===== src/rtl/spi_mem_arbiter.sv =====
// Two-port (fetch / data) sequencer in front of spi_master.
// Keeps sequential fetches in one open chip-select stream and closes it for anything else.
module spi_mem_arbiter #(
  parameter logic [7:0] READ_CMD       = 8'h03,
  parameter logic [7:0] WRITE_CMD      = 8'h02,
  parameter logic [5:0] DATA_LEN       = 6'd32,
  parameter int         CS_HIGH_CYCLES = 2
) (
  input  logic        clk,
  input  logic        rst_n,
  input  logic        instr_req,
  input  logic [23:0] instr_addr,
  output logic [31:0] instr_rdata,
  output logic        instr_ready,
  input  logic        data_req,
  input  logic        data_we,
  input  logic [23:0] data_addr,
  input  logic [31:0] data_wdata,
  output logic [31:0] data_rdata,
  output logic        data_ready,
  output logic        m_start,
  output logic        m_stop,
  output logic        m_cont,
  output logic        m_write_enable,
  output logic        m_is_instr,
  output logic [31:0] m_cmd_addr,
  output logic [5:0]  m_data_len,
  output logic [31:0] m_data_in,
  input  logic [31:0] m_data_out,
  input  logic        m_done
);

  typedef enum logic [2:0] {
    IDLE,
    STREAM,
    BUSY,
    STOP,
    GAP
  } state_t;

  localparam logic [3:0] GAP_INIT = 4'(CS_HIGH_CYCLES - 1);

  state_t      state;
  logic        m_done_q;
  logic        last_instr;
  logic [23:0] next_addr;
  logic [3:0]  gap_cnt;

  logic instr_pend;
  logic data_pend;
  logic grant_instr;
  logic grant_data;
  logic idle_arb;
  logic seq_fetch;
  logic done_rise;

  // A port whose ready is pulsing this cycle is still holding its old request; mask it.
  always_comb begin
    instr_pend  = instr_req & ~instr_ready;
    data_pend   = data_req & ~data_ready;
    grant_data  = data_pend & (~instr_pend | last_instr);
    grant_instr = instr_pend & ~grant_data;
    idle_arb    = (state == IDLE) || ((state == GAP) && (gap_cnt == 4'd0));
    seq_fetch   = grant_instr && (instr_addr == next_addr);
    done_rise   = m_done & ~m_done_q;
  end

  always_ff @(posedge clk or negedge rst_n) begin
    if (!rst_n) begin
      state          <= IDLE;
      m_done_q       <= 1'b0;
      last_instr     <= 1'b1;
      next_addr      <= 24'd0;
      gap_cnt        <= 4'd0;
      instr_rdata    <= 32'd0;
      instr_ready    <= 1'b0;
      data_rdata     <= 32'd0;
      data_ready     <= 1'b0;
      m_start        <= 1'b0;
      m_stop         <= 1'b0;
      m_cont         <= 1'b0;
      m_write_enable <= 1'b0;
      m_is_instr     <= 1'b0;
      m_cmd_addr     <= 32'd0;
      m_data_len     <= 6'd0;
      m_data_in      <= 32'd0;
    end else begin
      m_start     <= 1'b0;
      m_stop      <= 1'b0;
      m_cont      <= 1'b0;
      instr_ready <= 1'b0;
      data_ready  <= 1'b0;
      m_done_q    <= m_done;
      m_data_len  <= DATA_LEN;

      case (state)
        // The final GAP cycle arbitrates like IDLE so a held request starts without delay.
        IDLE, GAP: begin
          if (idle_arb && (grant_instr || grant_data)) begin
            m_start    <= 1'b1;
            state      <= BUSY;
            last_instr <= grant_instr;
            m_is_instr <= grant_instr;
            if (grant_instr) begin
              m_cmd_addr     <= {READ_CMD, instr_addr};
              m_write_enable <= 1'b0;
              m_data_in      <= 32'd0;
            end else begin
              m_cmd_addr     <= {(data_we ? WRITE_CMD : READ_CMD), data_addr};
              m_write_enable <= data_we;
              m_data_in      <= data_we ? data_wdata : 32'd0;
            end
          end else if (state == GAP) begin
            if (gap_cnt == 4'd0) begin
              state <= IDLE;
            end else begin
              gap_cnt <= gap_cnt - 4'd1;
            end
          end
        end

        STREAM: begin
          if (seq_fetch) begin
            m_cont         <= 1'b1;
            m_cmd_addr     <= {READ_CMD, instr_addr};
            m_is_instr     <= 1'b1;
            m_write_enable <= 1'b0;
            m_data_in      <= 32'd0;
            last_instr     <= 1'b1;
            state          <= BUSY;
          end else if (grant_instr || grant_data) begin
            m_stop <= 1'b1;
            state  <= STOP;
          end
        end

        BUSY: begin
          if (done_rise) begin
            if (m_is_instr) begin
              instr_rdata <= m_data_out;
              instr_ready <= 1'b1;
              next_addr   <= m_cmd_addr[23:0] + 24'd4;
              state       <= STREAM;
            end else begin
              data_rdata <= m_data_out;
              data_ready <= 1'b1;
              state      <= IDLE;
            end
          end
        end

        STOP: begin
          gap_cnt <= GAP_INIT;
          state   <= GAP;
        end

        default: state <= IDLE;
      endcase
    end
  end

endmodule


===== config.mk =====
export PLATFORM = sky130hd
export DESIGN_NAME = spi_mem_arbiter
export DESIGN_NICKNAME = d
export VERILOG_FILES = /design/src/rtl/spi_mem_arbiter.sv
export SDC_FILE = /design/constraint.sdc
export NUM_CORES = 1
export LEC_CHECK = 0
export BUFFER_PORTS_ARGS = -buffer_cell sky130_fd_sc_hd__buf_4
export CAP_MARGIN = 20
export CORE_UTILIZATION = 47
export CTS_BUF_LIST = sky130_fd_sc_hd__clkbuf_8
export CTS_CLUSTER_DIAMETER = 200
export DETAILED_ROUTE_END_ITERATION = 10
export PLACE_DENSITY = 0.78
export SLEW_MARGIN = 20
export SYNTH_ARGS = -nofsm -noshare
export SYNTH_HDL_FRONTEND = slang
export SYNTH_SLANG_ARGS = --single-unit

===== constraint.sdc =====
create_clock -name clk -period 2.29 [get_ports clk]
set_input_delay 0.687 -clock clk [delete_from_list [all_inputs] [get_ports clk]]
set_output_delay 0.687 -clock clk [all_outputs]
set_load 0.1 [all_outputs]

==> run_results.csv, run 1 <==
group,metric,value,unit
global_route,gr-total-overflow,0,
floorplanning,die_y,127,microns
logic_synthesis,synth.top_cells.by_count,"nand2_1 (271), dfrtp_1 (162), mux2_2 (50)",
final_layout,multiInputGateArea,3060,sq um
logic_synthesis,syn_inst,750,
logic_synthesis,ys_seq_area_frac,0.553,
detailed_routing,wl_met2,9920,microns
detailed_routing,drtIter0Drc,280,
sta,fin_ws,7.37,ps
placed_design,place_hpwl,13700,microns
floorplanning,ios,259,
worst_setup_path,endpoint_kind,"flop",
worst_setup_path,cp-start-kind,"flop",
cts,htreeDepth,4,
worst_setup_path,crit_slowest_cell,"dfrtp_1",
final_layout,seqCellArea,4090,sq um
cts,cts_root_buf,"clkbuf_8",
logic_synthesis,yosysTopAreaCellShare,0.549,
cts,clock_latency,450,ps
floorplanning,core,15300,sq um
job,max_cap_violations,0,
placed_design,dp.cells,1206,
logic_synthesis,yosysWarningCount,0,
floorplanning,die_w,127,microns
global_route,grt_pass1_wl,30900,microns
worst_setup_path,cp_max_fo,10,
detailed_routing,drt_pass1_iterations,6,
sta,timing.final.crit_period,2280,ps
detailed_routing,finalWirelength,20100,microns
final_layout,drive_gt1_frac,0.371,
hold_path,hp-class,"primary input to asynchronous set/reset pin",
worst_setup_path,path_common_cell,"buf_4",
sta,slew_violations,0,
detailed_routing,via_per_inst,4.95,
final_layout,final_cells,1248,
detailed_routing,antenna_left,0,
cts,cts_tree,"yes",
detailed_routing,highest_layer,"met4",
global_route,grt_start_max_net_pins,76,
final_layout,fin_nets,1144,
floorplanning,rows,45,
final_layout,n_fill_cell,1216,
logic_synthesis,synth.distinct_cells,39,
global_route,first_global_vias,6152,
sta,worst_clock_skew,13.2,ps
logic_synthesis,yosysMostFrequentCell,"nand2_1",
global_route,antenna_found_initial,0,
placed_design,dp_slack,-449,ps
floorplanning,die_area,16200,sq um
cts,cts.path.max_buffers,2,
worst_setup_path,critPathMaxStageDelay,420,ps
cts,numCtsBuffers,17,
sta,fmax,0.438,GHz
worst_setup_path,crit_type,"flop to flop",
sta,timing.final.crit_share,0.997,
logic_synthesis,async_flop_share,1.00,
sta,rsz0062_at_grt,"yes",
detailed_routing,wl_met3,1310,microns
sta,setup_violations,0,
sta,hold_viol,0,
logic_synthesis,synth.top_cells.by_area,"dfrtp_1 (55%), nand2_1 (14%), mux2_2 (7.6%), mux2i_1 (4.7%), xor2_1 (4.6%)",
detailed_routing,dr_total_vias,6180,
run_status,status,"finished, final reports clean",
sta,whs,136,ps
detailed_routing,wl_met1,8520,microns
detailed_routing,drt-wirelength-per-cell,16.1,microns
global_route,grtUsageTotal,0.248,
worst_setup_path,path_cells,"xor2_1 -> nor4_2 -> buf_4 -> nand4_1 -> o31ai_4 -> buf_4 -> buf_16 -> mux2_2",
logic_synthesis,synth-main-ff-cell,"dfrtp_1",
final_layout,diodes,0,
final_layout,area_growth,41.0,%
logic_synthesis,avgSynthCellArea,9.84,sq um
logic_synthesis,yosysTopAreaCell,"dfrtp_1",
worst_setup_path,worst_ep_required_time,2620,ps
worst_setup_path,cp.arrival,2620,ps
floorplanning,start_util,0.484,
logic_synthesis,synth_seq_cells,163,
logic_synthesis,netlist_area,7380,sq um
placed_design,port_buffers,247,
logic_synthesis,synth-edff-count,0,
cts,clock-sinks,163,
detailed_routing,post-route-drc-count,0,
cts,path_clk_slew,90,ps
cts,ctsHoldBuffers,0,
placed_design,place.gp.congestion,0.838,
-- critical path: cells and delay by family (launching register included) --
family                 cells  cell delay, ps
multiplexers               1             330
XOR/XNOR                   1             170
flip-flops                 1             420
AND/OR/NAND/NOR            2             500
AO/OA/AOI/OAI              1             280
buffers and inverters      3             480
-- cells in the final DEF, fill, tap and decap left out, drive strengths merged, types with 2 or more instances in the layout --
cell and n:
conb 12, nand2 271, mux2 50, nor2 6
nand2b 2, buf 285, o21ai 26, nand3 14
nand3b 3, and3 2, nor3 6, xnor2 5
ha 2, nor4 7, nor3b 2, nand4 7
and4 2, dfrtp 162, clkinvlp 4, nor2b 3
inv 44, bufinv 4, xor2 39, a21boi 2
mux2i 35, a21oi 7, clkinv 2, o31ai 2
clkbuf 22
-- path summary, 6_finish.rpt --
check,cells after the start,slack (ps),start,to
worst max-delay path,8,7,next_addr[20]$_DFFE_PN0P_,m_cmd_addr[21]$_DFFE_PN0P_
worst min-delay path,1,140,rst_n,instr_rdata[26]$_DFFE_PN0P_
worst max register to register,8,7,next_addr[20]$_DFFE_PN0P_,m_cmd_addr[21]$_DFFE_PN0P_
worst min register to register,2,480,instr_rdata[8]$_DFFE_PN0P_,instr_rdata[8]$_DFFE_PN0P_
max in group asynchronous,2,1410,rst_n,m_cmd_addr[25]$_DFFE_PN0P_
min in group clk,1,360,m_done,m_done_q$_DFF_PN0_
-- repair_timing --
action,4_1_cts,5_1_grt
cloned,1,4
resized for setup,4,26
endpoints found under the setup margin,49,62
pin swaps,2,5
buffers inserted,5,2
-- cells by family after synthesis --
family / Yosys count / synth area share
and+or+nand+nor: 328 / 0.183
DFF: 163 / 0.553
muxes: 85 / 0.124
buffers and inverters: 84 / 0.0507
xor gates and xnor gates: 44 / 0.0522
AOI/OAI and AO/OA: 42 / 0.0336
adders and majority gates: 2 / 0.00339
other: 2 / 0.00102
-- metrics by stage --
step | setup TNS (ps) | area (sq um) | util
6_report | 0 | 10400 | 0.682
3_3_place_gp | -22880 | 9690 | 0.635
4_1_cts | -6.88 | 10200 | 0.670
2_1_floorplan | 0 | 7430 | -
5_1_grt | -3900 | 10400 | 0.682
3_5_place_dp | -24230 | 9690 | 0.635
-- layout make-up --
cell class,count,area share
Clock buffer,19,0.0251
Multi-Input combinational cell,513,0.294
Timing Repair Buffer,288,0.230
Inverter,41,0.0148
Sequential cell,163,0.393
Tap cell,211,0.0254
Clock inverter,13,0.0177
-- registers in the layout, summed over array words and instances (netlist names), 3 cells and up --
signal,flops
data_rdata,32
next_addr,24
gap_cnt,4
m_data_in,32
state,3
instr_rdata,32
m_cmd_addr,26
-- layer usage --
| layer | global-route usage | vias to the layer above |
|---|---|---|
| li1 | - | 2933 |
| met1 | 0.307 | 2997 |
| met2 | 0.417 | 223 |
| met3 | 0.0674 | 27 |
| met4 | 0.0903 | 0 |
| met5 | 0 | - |
Power of run 1 is not shown: default switching activity piles up to over one toggle a cycle in this logic, so the estimate is an artifact.
==> run 2: changes to the inputs <==
--- a/config.mk
+++ b/config.mk
@@ -12,6 +12,7 @@
 export CTS_CLUSTER_DIAMETER = 200
 export DETAILED_ROUTE_END_ITERATION = 10
 export PLACE_DENSITY = 0.78
+export SETUP_SLACK_MARGIN = 0.1
 export SLEW_MARGIN = 20
 export SYNTH_ARGS = -nofsm -noshare
 export SYNTH_HDL_FRONTEND = slang
==> run 2 against run 1 <==
Cell area about the same. Core utilization about the same. Non-clock buffer count down 5. Register-to-register slack about the same. Maximum frequency grew 0.48%. Wire length decreased by 3.4%.
==> run_results.csv, run 2 (synthesis results as in run 1) <==
group,metric,value,unit
run_status,status,"finished, final reports clean",
cts,cts_root_buf,"clkbuf_8",
global_route,grt_pass1_wl,30800,microns
final_layout,layout_common_cells,"nand2_1 (270), buf_4 (262), dfrtp_1 (153)",
sta,slew_violations,0,
worst_setup_path,critPathTopFamily,"buffers and inverters",
placed_design,port_buffers,247,
floorplanning,start_util,0.484,
floorplanning,die_area,16200,sq um
worst_setup_path,worst_ep_required_time,2620,ps
worst_setup_path,endpoint_kind,"flop",
floorplanning,die_y,127,microns
sta,rsz0062_at_grt,"yes",
sta,worst_clock_skew,11.4,ps
job,max_cap_violations,0,
floorplanning,die_w,127,microns
cts,cts_tree,"yes",
global_route,gr-total-overflow,0,
detailed_routing,post-route-drc-count,0,
final_layout,final_cells,1243,
worst_setup_path,cp_num_buf_inv,4,
sta,hold_viol,0,
worst_setup_path,cp.arrival,2610,ps
global_route,grt_start_max_net_pins,49,
cts,numCtsBuffers,17,
final_layout,final_common_cell,"nand2_1",
sta,tightest_slew,660,ps
detailed_routing,drt_pass1_iterations,5,
worst_setup_path,cp_max_fo,5,
detailed_routing,drtIter0Drc,299,
worst_setup_path,worstSetupStartpoint,"next_addr[21]$_DFFE_PN0P_",
sta,fmax,0.440,GHz
worst_setup_path,rr_worst_depth,9,
final_layout,area_growth,41.0,%
detailed_routing,drt-wirelength-per-cell,15.6,microns
placed_design,place_hpwl,13600,microns
final_layout,drive_gt1_frac,0.372,
detailed_routing,via_per_inst,4.97,
detailed_routing,finalWirelength,19400,microns
worst_setup_path,path_cells,"xor2_1 -> nor4_2 -> buf_4 -> nand4_1 -> o31ai_4 -> buf_6 -> buf_6 -> buf_16 -> mux2_4",
detailed_routing,dr_total_vias,6176,
cts,path_clk_slew,90,ps
floorplanning,core,15300,sq um
placed_design,dp.cells,1203,
sta,slew_headroom,0.556,
sta,timing.final.crit_share,0.992,
sta,fin_ws,18.3,ps
worst_setup_path,r2r-end,"m_cmd_addr[21]$_DFFE_PN0P_",
cts,htreeDepth,4,
cts,clock_latency,450,ps
detailed_routing,antenna_left,0,
sta,setup_tns,0,ps
worst_setup_path,crit_slowest_cell,"dfrtp_1",
placed_design,dp_slack,-426,ps
final_layout,fin_nets,1139,
placed_design,place_area,9700,sq um
cts,clock-sinks,163,
worst_setup_path,cp-start-kind,"flop",
sta,setup_violations,0,
final_layout,top_regs,"data_rdata x32, instr_rdata x32, m_data_in x32",
floorplanning,ios,259,
worst_setup_path,reg2reg_from,"next_addr[21]$_DFFE_PN0P_",
worst_setup_path,crit_type,"flop to flop",
sta,timing.final.crit_period,2270,ps
placed_design,place.gp.congestion,0.850,
cts,cts.path.max_buffers,2,
final_layout,finalInstanceArea,10400,sq um
final_layout,diodes,0,
worst_setup_path,critPathMaxStageDelay,440,ps
hold_path,hp-class,"primary input to asynchronous set/reset pin",
global_route,antenna_found_initial,0,
worst_setup_path,path_depth,9,
worst_setup_path,r2r_setup_slack,20,ps
global_route,first_global_vias,6063,
floorplanning,rows,45,
worst_setup_path,path_common_cell,"buf_6",
worst_setup_path,crit_end,"m_cmd_addr[21]$_DFFE_PN0P_",
global_route,grtUsageTotal,0.247,
[run 2: changes by cell type in the layout (fill, tap and decap cells not counted), moves of 2 or more]
cell     delta
buf_16      +2
mux2_4      +8
inv_1       -2
inv_6       +2
mux2_2      -8
buf_4       -6
dfrtp_2     +5
dfrtp_1     -5
[run 2: cell type report]
| cell class | instances | area, sq um |
|---|---|---|
| fillers | 1191 | 4850 |
| flip-flops and latches | 163 | 4090 |
| multi-input cells | 513 | 3070 |
| repair buffers | 283 | 2370 |
| well taps | 211 | 264 |
| clock buffers | 18 | 248 |
| clock inverters | 14 | 203 |
| inverters | 41 | 154 |
[run 2: worst min path at each step]
| stage | to | cells after the start | start |
|---|---|---|---|
| 6_report | m_cmd_addr[0]$_DFFE_PN0P_ | 1 | rst_n |
| 5_1_grt | m_cmd_addr[0]$_DFFE_PN0P_ | 1 | rst_n |
| 4_1_cts | m_cmd_addr[0]$_DFFE_PN0P_ | 1 | rst_n |
| 3_5_place_dp | m_cmd_addr[25]$_DFFE_PN0P_ | 1 | m_cmd_addr[25]$_DFFE_PN0P_ |
| 3_3_place_gp | m_cmd_addr[25]$_DFFE_PN0P_ | 1 | m_cmd_addr[25]$_DFFE_PN0P_ |
| 2_1_floorplan | data_rdata[0]$_DFFE_PN0P_ | 0 | rst_n |
[run 2: per-stage QoR]
stage / utilization / hold slack (ps)
2_1_floorplan: - / 391
3_3_place_gp: 0.636 / 456
3_5_place_dp: 0.636 / 462
4_1_cts: 0.678 / 159
5_1_grt: 0.682 / 172
6_report: 0.682 / 167
[run 2: worst register-to-register path, cell delays in order (launching register included)]
cell     delay (ps)
dfrtp_1         440
xor2_1          170
nor4_2          290
buf_4           150
nand4_1         170
o31ai_4         230
buf_6           180
buf_6           120
buf_16          110
mux2_4          290
[run 2: routing by layer]
layer,part of all wire,vias to the layer above,global-route usage
li1,-,2943,-
met3,0.073,37,0.0670
met4,0.028,0,0.103
met1,0.43,2958,0.328
met2,0.47,238,0.382
met5,0,-,0
[run 2: repair_timing]
item	CTS	global route
hold buffers	0	0
gates cloned	2	2
buffers inserted	4	0
setup endpoints to repair	57	61
pin swaps	3	3
gates resized for setup	29	3
Power of run 2 is left out for the same reason.
==> run 3: changes to the inputs <==
--- a/config.mk
+++ b/config.mk
@@ -12,6 +12,7 @@
 export CTS_CLUSTER_DIAMETER = 200
 export DETAILED_ROUTE_END_ITERATION = 10
 export PLACE_DENSITY = 0.78
+export RECOVER_POWER = 100
 export SETUP_SLACK_MARGIN = 0.1
 export SLEW_MARGIN = 20
 export SYNTH_ARGS = -nofsm -noshare
==> run 3 against run 2 <==
Core utilization down 2.8 points. Die area is the same. Wire length up 0.18%. Clock skew down 0.59 ps. Via count is 0.40% lower. Final cell count unchanged. Register-to-register slack barely moved.
==> run_results.csv, run 3 (synthesis results as in run 1) <==
group,metric,value,unit
worst_setup_path,path_cells,"xor2_1 -> nor4_2 -> buf_4 -> nand4_1 -> o31ai_4 -> buf_6 -> buf_6 -> buf_16 -> mux2_4",
final_layout,drive_gt1_frac,0.366,
placed_design,place_hpwl,13600,microns
placed_design,place.gp.congestion,0.850,
cts,cts.path.max_buffers,2,
sta,fmax,0.438,GHz
detailed_routing,post-route-drc-count,0,
cts,numCtsBuffers,17,
worst_setup_path,reg2reg_from,"next_addr[21]$_DFFE_PN0P_",
worst_setup_path,r2r-end,"m_cmd_addr[21]$_DFFE_PN0P_",
detailed_routing,drt_pass1_iterations,5,
detailed_routing,drt-wirelength-per-cell,15.6,microns
final_layout,layout_common_cells,"nand2_1 (271), dfrtp_1 (153), clkbuf_2 (131)",
global_route,first_global_vias,6063,
final_layout,area_growth,35.2,%
floorplanning,die_y,127,microns
worst_setup_path,crit_type,"flop to flop",
detailed_routing,drtIter0Drc,281,
worst_setup_path,critPathMaxStageDelay,440,ps
sta,worst_clock_skew,10.8,ps
placed_design,port_buffers,247,
final_layout,final_common_cell,"nand2_1",
worst_setup_path,worst_ep_required_time,2630,ps
worst_setup_path,crit_slowest_cell,"dfrtp_1",
worst_setup_path,path_common_cell,"buf_6",
global_route,antenna_found_initial,0,
final_layout,top_regs,"data_rdata x32, instr_rdata x32, m_data_in x32",
sta,tightest_slew,1160,ps
worst_setup_path,r2r_setup_slack,9,ps
sta,slew_violations,0,
cts,path_clk_slew,90,ps
final_layout,diodes,0,
final_layout,final_core_util,0.654,
global_route,grt_pass1_wl,30800,microns
floorplanning,core,15300,sq um
placed_design,place_area,9700,sq um
cts,clock_latency,450,ps
worst_setup_path,cp.arrival,2620,ps
sta,timing.final.crit_period,2280,ps
global_route,gr-total-overflow,0,
floorplanning,rows,45,
floorplanning,die_area,16200,sq um
cts,ctsHoldBuffers,0,
cts,clock-sinks,163,
sta,hold_viol,0,
sta,setup_tns,0,ps
final_layout,finalInstanceArea,9980,sq um
worst_setup_path,endpoint_kind,"flop",
global_route,grtUsageTotal,0.247,
sta,setup_violations,0,
sta,timing.final.crit_share,0.996,
global_route,grt_start_max_net_pins,49,
detailed_routing,via_per_inst,4.95,
detailed_routing,finalWirelength,19400,microns
floorplanning,die_w,127,microns
cts,cts_root_buf,"clkbuf_8",
worst_setup_path,cp_max_fo,5,
sta,rsz0062_at_grt,"yes",
worst_setup_path,cp_num_buf_inv,4,
cts,cts_tree,"yes",
run_status,status,"finished, final reports clean",
worst_setup_path,critPathTopFamily,"buffers and inverters",
detailed_routing,dr_total_vias,6151,
hold_path,hold_path_end,"m_done_q$_DFF_PN0_",
cts,htreeDepth,4,
final_layout,fin_nets,1139,
sta,slew_headroom,0.224,
worst_setup_path,cp-start-kind,"flop",
hold_path,hold_path_depth,1,
floorplanning,ios,259,
floorplanning,start_util,0.484,
worst_setup_path,rr_worst_depth,9,
hold_path,hold_start,"m_done",
hold_path,hp-class,"primary input to flop",
job,max_cap_violations,0,
detailed_routing,antenna_left,0,
## run 3: through the flow
stage	instances	worst slack, ps	hold WS [ps]
final	1243	9.34	380
after global routing	1243	-88.0	347
after CTS	1241	-17.3	159
after detailed placement	1203	-426	462
after global placement	1203	-357	456
after floorplan	760	11.1	391
## run 3: worst max-delay path by stage
| stage | cells after the start | slack (ps) | end | start |
|---|---|---|---|---|
| after floorplan | 6 | 10 | m_cmd_addr[2]$_DFFE_PN0P_ | instr_addr[19] |
| after global placement | 8 | -360 | m_cmd_addr[4]$_DFFE_PN0P_ | instr_addr[14] |
| after detailed placement | 9 | -430 | m_data_in[14]$_DFFE_PN0P_ | instr_addr[14] |
| after CTS | 9 | -20 | m_cmd_addr[23]$_DFFE_PN0P_ | next_addr[14]$_DFFE_PN0P_ |
| after global routing | 10 | -90 | m_data_in[29]$_DFFE_PN0P_ | next_addr[21]$_DFFE_PN0P_ |
| final | 9 | 9 | m_cmd_addr[21]$_DFFE_PN0P_ | next_addr[21]$_DFFE_PN0P_ |
## run 3: per-layer routing
layer	wire, microns	track usage	vias up
met5	0	0	-
met4	515	0.103	0
met2	9260	0.382	227
met3	1370	0.0670	35
met1	8300	0.328	2959
li1	-	-	2930
## run 3: cell type report
type / count / area [sq um]
clock buffer: 18 / 248
clock inverter: 14 / 203
fill: 1307 / 5280
inverter: 41 / 154
multi-input combinational: 513 / 3060
sequential: 163 / 4090
tap: 211 / 264
timing repair buffer: 283 / 1960
## run 3: repair_timing
item | CTS | global route
endpoints found under the setup margin | 57 | 61
resized for setup | 29 | 3
gates cloned | 2 | 2
pin swaps | 3 | 3
buffers inserted | 4 | 0
Power of run 3 is left out for the same reason.
